File: config.mk
export PLATFORM = sky130hd
export DESIGN_NAME = decode_instr_assembler
export DESIGN_NICKNAME = d
export VERILOG_FILES = /design/src/rtl/decode_instr_assembler_pkg.sv /design/src/rtl/decode_byte_packer.sv /design/src/rtl/decode_instr_assembler.sv
export SDC_FILE = /design/constraint.sdc
export NUM_CORES = 1
export LEC_CHECK = 0
export ABC_AREA = 1
export CAP_MARGIN = 40
export CORE_AREA = 2 2 115 117
export CTS_CLUSTER_SIZE = 16
export DETAILED_ROUTE_END_ITERATION = 10
export DIE_AREA = 0 0 117 119
export GPL_TIMING_DRIVEN = 0
export PLACE_DENSITY = 0.72
export SLEW_MARGIN = 15
export SYNTH_ARGS = -nofsm -noshare
export SYNTH_HDL_FRONTEND = slang
export SYNTH_HIERARCHICAL = 1
export SYNTH_SLANG_ARGS = --single-unit
File: constraint.sdc
create_clock -name clk -period 3.9 [get_ports clk]
set_clock_uncertainty 0.15 [all_clocks]
set_input_delay 0.78 -clock clk [delete_from_list [all_inputs] [get_ports clk]]
set_output_delay 0.78 -clock clk [all_outputs]
set_load 0.05 [all_outputs]
File: src/rtl/decode_instr_assembler_pkg.sv
// Shared constants, state encoding and payload type for the instruction assembler.
package decode_instr_assembler_pkg;

    localparam int unsigned MAX_BYTES = 11;
    localparam int unsigned BYTE_W    = 8;
    localparam int unsigned INSTR_W   = MAX_BYTES * BYTE_W;
    localparam int unsigned CNT_W     = 4;

    localparam logic [BYTE_W-1:0] ESCAPE_BYTE = 8'h0F;

    typedef enum logic [1:0] {
        ST_IDLE    = 2'd0,
        ST_COLLECT = 2'd1,
        ST_DRAIN   = 2'd2,
        ST_EMIT    = 2'd3
    } state_e;

    typedef struct packed {
        logic [INSTR_W-1:0] instr;
        logic               is_2byte;
        logic [CNT_W-1:0]   len;
        logic               err;
    } instr_word_t;

endpackage

File: src/rtl/decode_byte_packer.sv
// Byte-lane buffer for the unescaped instruction plus its fill count.
module decode_byte_packer
    import decode_instr_assembler_pkg::*;
(
    input  logic               clk,
    input  logic               rst,
    input  logic               clr_i,
    input  logic               wr_en_i,
    input  logic [BYTE_W-1:0]  wr_byte_i,
    output logic [INSTR_W-1:0] buf_o,
    output logic [CNT_W-1:0]   count_o
);

    logic [INSTR_W-1:0] buf_q, buf_d;
    logic [CNT_W-1:0]   count_q, count_d;

    // Writes past the last lane are ignored so count saturates at MAX_BYTES.
    always_comb begin
        buf_d   = buf_q;
        count_d = count_q;
        if (clr_i) begin
            buf_d   = '0;
            count_d = '0;
        end else if (wr_en_i && (count_q < CNT_W'(MAX_BYTES))) begin
            for (int unsigned k = 0; k < MAX_BYTES; k++) begin
                if (count_q == CNT_W'(k)) begin
                    buf_d[k*BYTE_W +: BYTE_W] = wr_byte_i;
                end
            end
            count_d = count_q + CNT_W'(1);
        end
    end

    always_ff @(posedge clk or posedge rst) begin
        if (rst) begin
            buf_q   <= '0;
            count_q <= '0;
        end else begin
            buf_q   <= buf_d;
            count_q <= count_d;
        end
    end

    assign buf_o   = buf_q;
    assign count_o = count_q;

endmodule

File: src/rtl/decode_instr_assembler.sv
// Byte-serial x86 instruction assembler: strips a leading 0x0F escape and
// presents the packed unescaped word to the phase-2 decoder.
module decode_instr_assembler
    import decode_instr_assembler_pkg::*;
(
    input  logic               clk,
    input  logic               rst,
    input  logic               in_valid,
    output logic               in_ready,
    input  logic [BYTE_W-1:0]  in_byte,
    input  logic               in_last,
    output logic               out_valid,
    input  logic               out_ready,
    output logic [INSTR_W-1:0] out_instr,
    output logic               out_is_2byte,
    output logic [CNT_W-1:0]   out_len,
    output logic               out_err
);

    state_e             state_q;
    logic               in_ready_q;
    logic               out_valid_q;
    logic               is_2byte_q;
    logic               err_q;
    logic               byte_acc;
    logic               out_acc;
    logic               is_esc;
    logic               full;
    logic               pk_wr_en;
    logic [INSTR_W-1:0] pk_buf;
    logic [CNT_W-1:0]   pk_count;

    assign byte_acc = in_valid & in_ready_q;
    assign out_acc  = out_valid_q & out_ready;
    assign is_esc   = (in_byte == ESCAPE_BYTE);
    assign full     = (pk_count == CNT_W'(MAX_BYTES));

    // Escape in first position and overflow bytes never reach the buffer.
    assign pk_wr_en = byte_acc &
                      (((state_q == ST_IDLE) & ~is_esc) |
                       ((state_q == ST_COLLECT) & ~full));

    decode_byte_packer u_packer (
        .clk       (clk),
        .rst       (rst),
        .clr_i     (out_acc),
        .wr_en_i   (pk_wr_en),
        .wr_byte_i (in_byte),
        .buf_o     (pk_buf),
        .count_o   (pk_count)
    );

    // Handshake flags are registered alongside each state transition.
    always_ff @(posedge clk or posedge rst) begin
        if (rst) begin
            state_q     <= ST_IDLE;
            in_ready_q  <= 1'b1;
            out_valid_q <= 1'b0;
            is_2byte_q  <= 1'b0;
            err_q       <= 1'b0;
        end else begin
            case (state_q)
                ST_IDLE: begin
                    if (byte_acc) begin
                        if (is_esc) begin
                            is_2byte_q <= 1'b1;
                            if (in_last) err_q <= 1'b1;
                        end
                        if (in_last) begin
                            state_q     <= ST_EMIT;
                            in_ready_q  <= 1'b0;
                            out_valid_q <= 1'b1;
                        end else begin
                            state_q <= ST_COLLECT;
                        end
                    end
                end
                ST_COLLECT: begin
                    if (byte_acc) begin
                        if (full) err_q <= 1'b1;
                        if (in_last) begin
                            state_q     <= ST_EMIT;
                            in_ready_q  <= 1'b0;
                            out_valid_q <= 1'b1;
                        end else if (full) begin
                            state_q <= ST_DRAIN;
                        end
                    end
                end
                ST_DRAIN: begin
                    if (byte_acc && in_last) begin
                        state_q     <= ST_EMIT;
                        in_ready_q  <= 1'b0;
                        out_valid_q <= 1'b1;
                    end
                end
                ST_EMIT: begin
                    if (out_acc) begin
                        state_q     <= ST_IDLE;
                        in_ready_q  <= 1'b1;
                        out_valid_q <= 1'b0;
                        is_2byte_q  <= 1'b0;
                        err_q       <= 1'b0;
                    end
                end
                default: begin
                    state_q     <= ST_IDLE;
                    in_ready_q  <= 1'b1;
                    out_valid_q <= 1'b0;
                end
            endcase
        end
    end

    assign in_ready     = in_ready_q;
    assign out_valid    = out_valid_q;
    assign out_instr    = pk_buf;
    assign out_is_2byte = is_2byte_q;
    assign out_len      = pk_count;
    assign out_err      = err_q;

endmodule

; Word level (Yosys, flattened, before mapping)
; Index checks and enable logic that the tools add are counted.
[op_classes]
add_sub_neg = 1
n_lt_le_gt_ge = 1
eq_ne = 25
muxes = 41
bitwise = 8
n_reduce_logical = 34
[op_table]
columns = op, n
row1 = 88-bit two-way mux, 2
row2 = 8-bit two-way mux, 11
row3 = 2-bit nonzero test, 13
row4 = 2-bit AND reduction, 11
row5 = "4-bit by 3-bit == test with 1-bit output, second input constant", 4
row6 = "4-bit == test, second input constant", 4
row7 = 1-bit two-way mux, 14
row8 = 2-bit two-way mux, 7
row9 = "2-bit inequality test, second input constant", 7
row10 = 1-bit case mux with 3 select lines, 3
row11 = "4-bit by 2-bit == test with 1-bit output, second input constant", 2
row12 = "8-bit by 4-bit == test with 1-bit output, second input constant", 1
row13 = 4-bit two-way mux, 2
row14 = 2-bit case mux with 4 select lines, 1
row15 = 4-bit AND reduction, 2
row16 = 7-bit AND reduction, 1
row17 = 1-bit bitwise AND, 5
row18 = 5-bit AND reduction, 1
row19 = "4-bit by 1-bit adder with 4-bit output, second input constant", 1
row20 = "2-bit == test, second input constant", 2
row21 = "4-bit by 1-bit == test with 1-bit output, second input constant", 1
row22 = 4-bit logical NOT, 1
row23 = "4-bit < comparator, second input constant", 1
row24 = "2-bit by 1-bit inequality test with 1-bit output, second input constant", 2
row25 = 9 further kinds, 11
[totals]
ff_bits = 98
inputBits = 13
output_inout_bits = 96
word_cells = 127

; Depth between registers and ports, before layout
[logic_depth]
word_depth = 8
ltp_mapped = 10
ltp_nobuf = 9

; Hierarchy
; The synthesis kept the hierarchy.
[by_module_without_submodules]
columns = module, n_inst, cells_each, area_each_um2, seq_area_each_um2
row1 = decode_byte_packer, 1, 454, 4242.8, 2302.2
row2 = decode_instr_assembler, 1, 71, 498.0, 151.4

; Worst setup path after synthesis
; Ideal clock, no wire load.
[synth_timing]
kind = in2reg
from = in in_byte[1]
to = reg u_packer.count_q[2] (netlist: u_packer/count_o[2])
setup_time_ns = 0.119
arrival_ns = 2.056
t_required_ns = 3.631
slack_ns = 1.575
stages = 9
path_buffers = 1
cell_sequence = nand2_1 nor2_1 nand3_1 nand2_1 a21oi_1 buf_6 nand4_4 nand2_4 nor2_1
[synth_between]
elab_chain_len = 7
[synth_lines]
columns = item, line_no
row1 = "start, declared", decode_instr_assembler.sv:10  ; input logic [BYTE_W-1:0] in_byte,
row2 = 8-bit by 4-bit == test with 1-bit output, decode_instr_assembler.sv:35  ; assign is_esc = (in_byte == ESCAPE_BYTE);
row3 = 1-bit inverter, decode_instr_assembler.sv:40  ; (((state_q == ST_IDLE) & ~is_esc) |
row4 = 1-bit bitwise AND, decode_instr_assembler.sv:40
row5 = 1-bit OR, decode_instr_assembler.sv:40
row6 = 1-bit bitwise AND, decode_instr_assembler.sv:39  ; assign pk_wr_en = byte_acc &
row7 = via pk_wr_en, decode_instr_assembler.sv:29  ; logic pk_wr_en;
row8 = 1-bit logical AND, decode_byte_packer.sv:24  ; end else if (wr_en_i && (count_q < CNT_W'(MAX_BYTES))) begin
row9 = 2-bit nonzero test (no line), n/a
row10 = "end signal, assigned", decode_byte_packer.sv:40  ; count_q <= count_d;
row11 = "end, declared", decode_byte_packer.sv:15  ; logic [CNT_W-1:0] count_q, count_d;
; The timed path passes the listed nets, and every way through them passes these cells.
; A chain may end at the register's enable or synchronous reset.

; Final worst setup path
[layout_timing]
from = in in_byte[7]
to = reg u_packer.buf_q[10] (netlist: u_packer/buf_o[10])
[layout_between]
elab_chain_len = 8
[layout_lines]
columns = item, line_no
row1 = 8-bit by 4-bit == test with 1-bit output, decode_instr_assembler.sv:35
row2 = 1-bit inverter, decode_instr_assembler.sv:40
row3 = 1-bit bitwise AND, decode_instr_assembler.sv:40
row4 = 1-bit OR, decode_instr_assembler.sv:40
row5 = 1-bit bitwise AND, decode_instr_assembler.sv:39
row6 = via pk_wr_en, decode_instr_assembler.sv:29
row7 = 1-bit logical AND, decode_byte_packer.sv:24
row8 = 2-bit nonzero test (no line), n/a
row9 = 2-bit AND reduction (no line), n/a
row10 = "end signal, assigned", decode_byte_packer.sv:39  ; buf_q <= buf_d;
row11 = "end, declared", decode_byte_packer.sv:14  ; logic [INSTR_W-1:0] buf_q, buf_d;
; The timed path passes the listed nets, and every way through them passes these cells.

==> flow_summary.yaml <==
worst_setup_path:
  rr_worst_depth: 9
  crit_slowest_cell: "a21oi_1"
  crit_buf_inv: 2
  critical_path_class: "input port to flip-flop"
  required_ns: 4.03
  crit_top_cell: "nand2_1"
  cp-end-kind: "flip-flop"
  path_delay_family: "buffers and inverters"
  cp.depth: 10
  arrival_ns: 2.99
  max_stage_delay_ns: 0.58
  path_max_fanout: 10
  cp-start-kind: "input port"
  crit_chain: "clkdlybuf4s50_1, nor2_1, nand3_1, nand2_1, a21oi_1, buf_6, nand4_4, nand2_4, nand2_1, nand2_1"
power_and_ir_drop:
  peakVddDrop_v: 0.000178
  comb_power_share_pct: 3.6
  leakagePower_uw: 0.00328
  internal_power_uw: 1480
  sw_frac_of_total_pct: 22.4
  pwr-share-seq_pct: 53.2
  p_clk_share_pct: 43.3
  p_switching_uw: 429
  power.density_nw_per_um2: 302
global_route:
  grtUsageTotal_pct: 20.2
  grt_pass1_vias: 4079
  grt_pass1_wl_mm: 21.5
  grt_max_degree: 52
  grt_overflow: 0
  antenna_found_initial: 0
synthesis:
  syn_inst: 525
  synth_cell_types: 33
  synth_area_um2: 4740
  ys.warnings.count: 6
  synth_seq_cells: 98
  yosysSeqAreaShare_pct: 51.8
  syn_avg_cell_area_um2: 9.03
  synth_top_area_cell: "dfrtp_1"
  synth_area_leaders: "dfrtp_1, nand2_1, nand3_1, nand4_4, nand2_4"
  synth_nets: 547
  synth_top_area_share_pct: 51.2
sta:
  finalHoldViolCount: 0
  layout_min_cycle_time_ns: 2.85
  fin_ws_ns: 1.05
  post-route-period-util_pct: 73.2
  rsz0062_at_grt: "no"
  fmax_mhz: 350
  setup_tns_ns: 0
  setup_violations: 0
  maxSlewViolCount: 0
  worst_pin_slew_ns: 0.693
  hold_slack_ns: 0.337
  relSlewSlack_pct: 53.8
clock_tree:
  clk_pin_slew_ns: 0.06
  clock_latency_ns: 0.34
  root_buffer: "clkbuf_16"
  cts_buffers: 9
  clock-sinks: 98
  post_cts_resized: 0
  postCtsHoldBufs: 0
  postCtsSetupRepairBufs: 0
  cts_tree: "yes"
  htree_levels: 3
  clock_path_buffers: 2
placement:
  pre_cts_ws_ns: 0.714
  portBuffers: 108
  routabilityCongestion: 0.890
  dp_hpwl_mm: 9.28
final_layout:
  areaGrowthSynthToFinish_pct: 33.6
  diodes: 0
  fin_nets: 667
  drive_gt1_share_pct: 12.2
detailed_routing:
  viasPerCell: 5.00
  drc: 0
  wl_mm: 13.3
  first_pass_iters: 5
  wl_per_cell_um: 16.1
  num_vias: 4121
  dr.first_iter.drc_count: 276
  antenna_left: 0
floorplanning:
  die_h_um: 119
  core_um2: 12900
  io_pins: 109
  fp.dieW_um: 117
  die_area_um2: 13900
  rows: 42
  initial_core_util_pct: 36.8
run_status:
  status: "completed"
min_path:
  min_path_cells: 2
  hold_path_class: "flip-flop to flip-flop"
run:
  cap_viol_max_count: 0
power groups by stage:
| stage | logic [µW] | clock network (µW) | registers (µW) |
|---|---|---|---|
| floorplan | 31.5 | 0 | 1040 |
| global placement | 65.2 | 0 | 1040 |
| detailed placement | 70.1 | 0 | 1040 |
| CTS | 70.1 | 845 | 1020 |
| global route | 75.4 | 883 | 1020 |
| finish | 68.0 | 826 | 1020 |
through the flow:
step / instances / power (µW) / util (%) / instance area, µm²
6_report: 825 / 1910 / 49.2 / 6330
5_1_grt: 825 / 1970 / 49.2 / 6330
4_1_cts: 825 / 1930 / 49.2 / 6330
3_5_place_dp: 810 / 1110 / 47.1 / 6060
3_3_place_gp: 809 / 1100 / 46.9 / 6040
2_1_floorplan: 525 / 1070 / - / 4740
placed cells by master (no fill, tap or decap), types with 3 or more instances in the layout:
cell type,synthesis,final
nand2_1,179,179
nand3_1,125,125
clkdlybuf4s50_1,0,108
dfrtp_1,97,97
inv_1,24,23
buf_2,18,18
nor2_1,15,15
nand2_4,11,11
ha_1,9,9
clkbuf_16,0,9
nand4_4,6,6
nand2_2,4,4
nand4_1,4,4
o21ai_0,3,3
nor2_8,3,3
nand3_4,3,3
synthesized netlist by cell type, drive strengths merged:
cell and instances:
o22ai 1, dfstp 1, nand4 12, o21a 1
inv 28, a31oi 1, clkbuf 1, buf 23
a21oi 2, nand3 130, nor2 20, ha 9
o21ai 4, nand3b 1, dfrtp 97, nand2 194
layout make-up:
type,instances,area [µm²]
buffer,24,159
clock buffer,11,243
clock inverter,4,27.5
fill,1218,6540
inverter,28,125
multi-input combinational,375,2010
sequential,98,2450
tap,176,220
timing repair buffer,109,1100
layer usage:
metal / wire length (µm) / global-route usage (%)
met5: 0 / 0
met4: 341 / 8.16
met3: 832 / 4.17
met2: 6570 / 32.6
met1: 5570 / 26.5
registers in the layout, summed over array words and instances (netlist names):
signal	cells
in_ready	1
out_err	1
out_valid	1
state_q	2
out_is_2byte	1
u_packer/count_o	4
u_packer/buf_o	88
worst min-delay path, stage by stage (launching register included):
cell     delay (ns)
dfrtp_1        0.35
nand2_1        0.05
nand2_1        0.05
cells by family (layout without fill, tap and decap cells):
| family | after synthesis | after routing | synth area share [%] |
|---|---|---|---|
| fa+ha+maj | 9 | 9 | 2.38 |
| buf+inv | 52 | 176 | 5.94 |
| flops | 98 | 98 | 51.8 |
| compound gates | 9 | 9 | 1.16 |
| simple gates | 357 | 357 | 38.8 |
path summary, 6_finish.rpt:
check | from | to | slack [ns]
max | in_byte[7] | u_packer/buf_o[10] | 1.05
min in group asynchronous | rst | out_valid | 0.59
max in group asynchronous | rst | u_packer/buf_o[19] | 2.18
max reg2reg | state_q[0] | u_packer/buf_o[10] | 1.22
min reg2reg | out_is_2byte | out_is_2byte | 0.34
min | out_is_2byte | out_is_2byte | 0.34
Note: power is estimated with default switching activity, not from simulation.
